==> src/rtl/conv1_mem_write.sv <==
// conv1_mem_write
// Write-side addresser for the Convolution 1 output memory. It accepts the
// conv1 result stream and issues raster-order write addresses over a
// IMG_W x IMG_H feature map, one map per bank. It also flags each completed
// map and the completed image so the pooling-side reader can start.
//
// Ports:
//   clk       system clock
//   reset     synchronous, active-low reset
//   start     arm for a new image (honoured only in IDLE or DONE)
//   in_valid  conv engine presents a pixel on in_data
//   in_data   conv1 result pixel (signed)
//   in_ready  block accepts in_data this cycle (high only while writing)
//   we        memory write enable (one cycle after each accepted beat)
//   waddr     write address within the current bank
//   wdata     write data (ReLU-clamped when RELU != 0)
//   map_sel   bank index of the current write
//   map_done  pulse coincident with the last write of each map
//   done      level, set once all NUM_MAPS maps have been written
module conv1_mem_write #(
  parameter int IMG_W    = 24,
  parameter int IMG_H    = 24,
  parameter int ADDR_W   = 10,
  parameter int DATA_W   = 16,
  parameter int NUM_MAPS = 6,
  parameter int RELU     = 1
) (
  input  logic              clk,
  input  logic              reset,
  input  logic              start,
  input  logic              in_valid,
  input  logic [DATA_W-1:0] in_data,
  output logic              in_ready,
  output logic              we,
  output logic [ADDR_W-1:0] waddr,
  output logic [DATA_W-1:0] wdata,
  output logic [2:0]        map_sel,
  output logic              map_done,
  output logic              done
);

  typedef enum logic [1:0] {
    S_IDLE,
    S_WRITE,
    S_DONE
  } state_t;

  localparam logic [4:0] COL_LAST = 5'(IMG_W - 1);
  localparam logic [4:0] ROW_LAST = 5'(IMG_H - 1);
  localparam logic [2:0] MAP_LAST = 3'(NUM_MAPS - 1);
  localparam bit         RELU_EN  = (RELU != 0);

  state_t              state;
  state_t              state_next;
  logic [4:0]          col;
  logic [4:0]          row;
  logic [ADDR_W-1:0]   addr;
  logic [2:0]          map;
  logic                accept;
  logic                last_col;
  logic                last_pix;
  logic                clear_cnt;
  logic [DATA_W-1:0]   pix;

  assign in_ready = (state == S_WRITE);
  assign accept   = in_valid && in_ready;
  assign last_col = (col == COL_LAST);
  assign last_pix = last_col && (row == ROW_LAST);
  // Counters restart whenever a new image is armed from IDLE or DONE.
  assign clear_cnt = start && (state != S_WRITE);
  assign pix = (RELU_EN && in_data[DATA_W-1]) ? '0 : in_data;

  // NOTE: every output of a combinational block gets a default first so no
  // path through the case leaves it unassigned (which would infer a latch).
  always_comb begin
    state_next = state;
    case (state)
      S_IDLE:  if (start) state_next = S_WRITE;
      S_WRITE: if (accept && last_pix && (map == MAP_LAST)) state_next = S_DONE;
      S_DONE:  if (start) state_next = S_WRITE;
      default: state_next = S_IDLE;
    endcase
  end

  // NOTE: sequential state uses non-blocking assignments so every register
  // samples the pre-edge values, independent of statement order.
  always_ff @(posedge clk) begin
    if (!reset) begin
      state    <= S_IDLE;
      col      <= '0;
      row      <= '0;
      addr     <= '0;
      map      <= '0;
      we       <= 1'b0;
      waddr    <= '0;
      wdata    <= '0;
      map_sel  <= '0;
      map_done <= 1'b0;
      done     <= 1'b0;
    end else begin
      state    <= state_next;
      we       <= accept;
      map_done <= accept && last_pix;
      // done trails the final write by one cycle; start in DONE drops it at
      // the same edge that re-enters WRITE.
      done     <= (state == S_DONE) && !start;

      if (accept) begin
        waddr   <= addr;
        wdata   <= pix;
        map_sel <= map;
        if (last_pix) begin
          col  <= '0;
          row  <= '0;
          addr <= '0;
          map  <= map + 3'd1;
        end else if (last_col) begin
          col  <= '0;
          row  <= row + 5'd1;
          addr <= addr + ADDR_W'(1);
        end else begin
          col  <= col + 5'd1;
          addr <= addr + ADDR_W'(1);
        end
      end else if (clear_cnt) begin
        col  <= '0;
        row  <= '0;
        addr <= '0;
        map  <= '0;
      end
    end
  end

endmodule

==> config.mk <==
export PLATFORM = sky130hd
export DESIGN_NAME = conv1_mem_write
export DESIGN_NICKNAME = d
export VERILOG_FILES = /design/src/rtl/conv1_mem_write.sv
export SDC_FILE = /design/constraint.sdc
export NUM_CORES = 1
export LEC_CHECK = 0
export CAP_MARGIN = 20
export CORE_UTILIZATION = 36
export DETAILED_ROUTE_END_ITERATION = 10
export RECOVER_POWER = 50
export SYNTH_ARGS = -nofsm -noshare
export SYNTH_HDL_FRONTEND = slang
export SYNTH_SLANG_ARGS = --single-unit
==> constraint.sdc <==
create_clock -name clk -period 1.7 [get_ports clk]
set_input_delay 0.17 -clock clk [delete_from_list [all_inputs] [get_ports clk]]
set_output_delay 0.17 -clock clk [all_outputs]
set_load 0.01 [all_outputs]
==> results of run 1 <==
[synthesized netlist by cell type (all sizes together), types with 3 or more instances]
master	instances
nand2b	3
buf	10
xnor2	3
nand4	4
a31oi	4
and2	3
and3	3
nand2	37
dfxtp	56
a22o	19
or3	4
nor2	15
xor2	3
clkbuf	5
ha	5
o21ai	8
and4b	3
inv	4
nand3	10
a21oi	28
[final cells by class]
| type | instances | area, sq um | area share |
|---|---|---|---|
| sequential | 56 | 1120 | 0.371 |
| clock inverter | 3 | 28.8 | 0.00952 |
| clock buffer | 5 | 68.8 | 0.0228 |
| multi-input combinational | 170 | 1040 | 0.343 |
| inverter | 4 | 15.0 | 0.00497 |
| tap | 75 | 93.8 | 0.0311 |
| timing repair buffer | 73 | 657 | 0.217 |
[power breakdown]
group          switching [mW]  internal, mW  leakage (nW)  total, mW
sequential             0.0102          1.33         0.452       1.34
clock                   0.483         0.312        0.0511      0.795
combinational           0.111         0.103         0.714      0.214
total                   0.604          1.74          1.22       2.35
[cell families after synthesis]
logic type               after synthesis
AO/OA/AOI/OAI                         69
XOR/XNOR                               6
adder cells (fa/ha/maj)                5
buffers and inverters                 19
flip-flops                            56
other                                  1
AND/OR/NAND/NOR                       89
[metal layers]
metal  up-vias  share of wire
met5         -              0
met4         0          0.011
met3         5          0.034
met2        45           0.46
met1       889           0.49
li1        998              -
[registers in the layout, summed over array words and instances, names as in the netlist, 2 cells and up]
signal	count
row	5
state	2
waddr	10
col	5
map	3
map_sel	3
addr	10
wdata	15
[worst min-delay path by stage]
stage	startpoint	endpoint	slack, ps	cells after the start
finish	in_data[5]	wdata[5]	430	2
global route	in_data[9]	wdata[9]	430	2
CTS	in_data[3]	wdata[3]	420	2
detailed placement	waddr[4]	waddr[4]	450	2
global placement	waddr[2]	waddr[2]	440	2
floorplan	start	done	260	1
[through the flow]
step	total power, mW	cell area, sq um	std cells	setup TNS (ps)	utilization
2_1_floorplan	1.47	2250	245	0	-
3_3_place_gp	1.59	2940	378	-3540	0.493
3_5_place_dp	1.59	2940	378	-3410	0.493
4_1_cts	2.38	3040	386	0	0.510
5_1_grt	2.44	3020	386	0	0.507
6_report	2.35	3020	386	0	0.507
[placed cells by master, fill, tap and decap left out, types with 2 or more instances in the layout]
| cell type | instances |
|---|---|
| dfxtp_1 | 56 |
| nand4b_1 | 2 |
| a32oi_1 | 2 |
| and3_1 | 3 |
| inv_1 | 3 |
| nand2b_1 | 3 |
| and4b_2 | 2 |
| inv_6 | 2 |
| clkbuf_1 | 5 |
| clkbuf_8 | 5 |
| or3_1 | 4 |
| nor2_1 | 14 |
| xnor2_1 | 3 |
| dlygate4sd3_1 | 22 |
| ha_1 | 5 |
| a31oi_1 | 4 |
| buf_4 | 16 |
| nand3_1 | 9 |
| a21oi_1 | 27 |
| o21ai_0 | 8 |
| and2_1 | 3 |
| nand2_1 | 37 |
| nand4_1 | 4 |
| xor2_1 | 3 |
| nand3b_1 | 2 |
| a22o_1 | 19 |
| clkdlybuf4s50_1 | 28 |
[timing repair]
item	CTS	global route
endpoints found under the setup margin	0	25
gates resized for setup	0	4
hold endpoints to repair	0	0
hold buffers	0	0
==> reports/metrics.yaml, run 1 <==
status: "finished, final reports clean"
pre_cts_ws_ps: -178
crit_chain: "and3b_1 > buf_4 > a22oi_2 > or3_1 > a21oi_1"
max-slew-margin-rel: 0.604
ys_seq_area_frac: 0.499
vias: 1937
port_buffers: 51
grt_max_degree: 25
synth_warnings: 0
critPathCapture: "row[3]"
io-pin-count: 53
required_ps: 1940
critPathSlowestCell: "or3_1"
cts_tree: "done"
antenna_found_initial: 0
cts.sinks: 56
num_rows: 28
n_fill_cell: 591
path_clk_slew_ps: 110
r2r_slack_ps: 100
worstPathMaxFanout: 22
r2r-start: "state[1]"
grt_pass1_wl_um: 8200
core_sq_um: 5960
leakagePower_nw: 1.22
initial_core_util: 0.377
setup_violations: 0
post_cts_buffers: 0
ir_worst_vdd_mv: 0.374
grt.overflow.total: 0
ant_nets: 0
dp_hpwl_um: 3520
diodes: 0
worst-path-buf-inv: 1
syn-num-nets: 270
synth_top_family_by_area: "compound AO/OA/AOI/OAI gates"
yosysTopAreaCellShare: 0.499
hp-class: "primary input to flip-flop"
synth_mux_area_frac: 0
dr.pass1.iters: 4
crit_family: "simple AND/OR/NAND/NOR gates"
die_h_um: 81.0
period_share: 0.940
clock_latency_ps: 320
rsz0062_at_grt: "false"
grt_busiest_layer: "met2"
synth_seq_cells: 56
die_width_um: 81.0
synth_area_leaders: "dfxtp_1, a22o_1, nand2_1, a21oi_1, ha_1"
skew_ps: 11.0
grt_pass1_vias: 1775
synth_fa_ha_area_frac: 0.0278
drive_gt1_frac: 0.106
slew_violations: 0
whs_ps: 433
drtIter0Drc: 69
wirelength_um: 4910
crit_type: "flip-flop to flip-flop"
reg2reg_depth: 5
hold_viol: 0
drv_cap: 0
synth_cells: 245
cts_buffers: 5
use_met1: 0.210
avgSynthCellArea_sq_um: 9.17
fmax_ghz: 0.626
synth_edf_count: 0
globalRouteMet2Util: 0.265
setup.worst_path.start: "state[1]"
synth.largest_area_cell: "dfxtp_1"
synth.distinct_cells: 39
reg2reg_to: "row[3]"
drcViolationCount: 0
power.density_nw_per_um2: 777
cts_root_buf: "clkbuf_8"
cp-start-kind: "flip-flop"
synth-async-reset-ratio: 0
end_kind: "flip-flop"
post-route-min-period_ps: 1600
htreeDepth: 2
syn_to_final_growth_pct: 34.5
gp_congestion: 0.728
ys.flop_type: "dfxtp_1"
final_nets: 335
use_met3: 0.0371
wl_per_cell_um: 12.7
worst_ep_arrival_time_ps: 1840
track_usage: 0.162
synth-compound-area-share: 0.210
cp.depth: 5
setup_ws_ps: 103
die_area_sq_um: 6560
synthSimpleGateAreaFrac: 0.197
worstMarginPinSlew_ps: 593
viasPerCell: 5.02
synth_xor_area_frac: 0.0234
clockBufferDepth: 2
synth.cell_area_sq_um: 2250
slowest_delay_ps: 370
Note: power is estimated with default switching activity, not from simulation.
==> inputs of run 2 (changes only) <==
Settings changed: MAX_ROUTING_LAYER set to met4.
==> run 2 against run 1 <==
Largest cell class unchanged. First-iteration DRC count did not move. Via count barely moved. Sequential share of layout area unchanged. Clock power about the same. Total power hardly changed. Die area did not move. Highest routed layer unchanged. Non-clock buffer count unchanged. Design area is the same. Hold slack is essentially flat. Combinational power about the same. Setup slack hardly changed.
==> reports/metrics.yaml, run 2 (same netlist as run 1, synthesis figures left out) <==
leakagePower_nw: 1.22  # unchanged
final_common_cell: "dfxtp_1"
path_clk_slew_ps: 110  # about the same
ir_worst_vdd_mv: 0.374  # about the same
crit_type: "flip-flop to flip-flop"
antenna_found_initial: 0  # unchanged
end_kind: "flip-flop"
postCtsHoldBufs: 0  # unchanged
htreeDepth: 2  # unchanged
initial_core_util: 0.377  # unchanged
worstMarginPinSlew_ps: 590  # -3.33 ps
fmax_ghz: 0.626  # about the same
cts.sinks: 56  # unchanged
setup_violations: 0  # unchanged
cts_root_buf: "clkbuf_8"
setup-tns-final_ps: 0  # unchanged
gp_congestion: 0.737  # +1.2%
dp_hpwl_um: 3520  # unchanged
viasPerCell: 5.02  # about the same
cts_buffers: 5  # unchanged
slew_violations: 0  # unchanged
whs_ps: 433  # +0.279 ps
regMostFlops: "wdata"
diodes: 0  # unchanged
io-pin-count: 53  # unchanged
die_h_um: 81.0  # unchanged
worst_ep_arrival_time_ps: 1840  # about the same
drv_cap: 0  # unchanged
grt_pass1_vias: 1770  # -0.28%
post_cts_resized: 0  # unchanged
post_cts_buffers: 0  # unchanged
top_regs: "wdata (15), addr (10), waddr (10)"
grt_pass1_wl_um: 8210  # about the same
drtIter0Drc: 69  # unchanged
num_rows: 28  # unchanged
total_power_mw: 2.35  # about the same
setup_ws_ps: 103  # +0.00400 ps
clockBufferDepth: 2  # unchanged
largest_register_ffs: 15  # unchanged
finalInstanceArea_sq_um: 3020  # unchanged
power.density_nw_per_um2: 777  # about the same
status: "finished, final reports clean"
drive_gt1_frac: 0.106  # unchanged
wl_per_cell_um: 12.7  # -0.12%
hp-class: "primary input to flip-flop"
wirelength_um: 4900  # -0.12%
ant_nets: 0  # unchanged
final_cell_mix: "dfxtp_1, nand2_1, clkdlybuf4s50_1"
syn_to_final_growth_pct: 34.5  # unchanged
required_ps: 1940  # about the same
rsz0062_at_grt: "false"
place_area_sq_um: 2940  # unchanged
die_area_sq_um: 6560  # unchanged
port_buffers: 51  # unchanged
dr.pass1.iters: 4  # unchanged
worstPathMaxFanout: 22  # unchanged
pre_cts_ws_ps: -178  # unchanged
grt.overflow.total: 0  # unchanged
core_sq_um: 5960  # unchanged
die_width_um: 81.0  # unchanged
vias: 1938  # +0.052%
cts_tree: "done"
period_share: 0.940  # about the same
max-slew-margin-rel: 0.606  # +0.00223
drcViolationCount: 0  # unchanged
hold_viol: 0  # unchanged
post-route-min-period_ps: 1600  # -0.00400 ps
cp-start-kind: "flip-flop"
track_usage: 0.166  # +0.00474
clock_latency_ps: 320  # about the same
final_nets: 335  # unchanged
grt_max_degree: 25  # unchanged
skew_ps: 11.0  # +0.000700 ps
## run 2: cell counts in the layout (fill, tap and decap cells not counted)
No cell type changed its count.
## run 2: final timing paths
path,startpoint,to,slack (ps),depth (start not counted)
worst min-delay path,in_data[5],wdata[5],430,2
worst max register to register,state[1],row[3],100,5
worst max-delay path,state[1],row[3],100,5
worst min register to register,waddr[5],waddr[5],450,2
## run 2: cell type report
type / instances / area [sq um]
Fill cell: 591 / 2930
Clock inverter: 3 / 28.8
Tap cell: 75 / 93.8
Clock buffer: 5 / 68.8
Inverter: 4 / 15.0
Sequential cell: 56 / 1120
Timing Repair Buffer: 73 / 657
Multi-Input combinational cell: 170 / 1040
## run 2: metrics by stage
stage,utilization,cells
after floorplan,-,245
after global placement,0.493,378
after detailed placement,0.493,378
after CTS,0.510,386
after global routing,0.507,386
final,0.507,386
## run 2: critical path, stage by stage, from the launching register on
cell and delay [ps]:
dfxtp_1 350, and3b_1 260, buf_4 290, a22oi_2 120, or3_1 370, a21oi_1 140
## run 2: report_power, final
part | internal, mW | switching, mW
Clock | 0.312 | 0.483
Sequential | 1.33 | 0.0101
Combinational | 0.103 | 0.111
## run 2: routing by layer
metal	GRT usage	vias to the layer above	share of wire
met2	0.265	45	0.46
met1	0.213	890	0.50
met5	-	-	0
met3	0.0337	5	0.030
li1	-	998	-
met4	0.0482	0	0.011
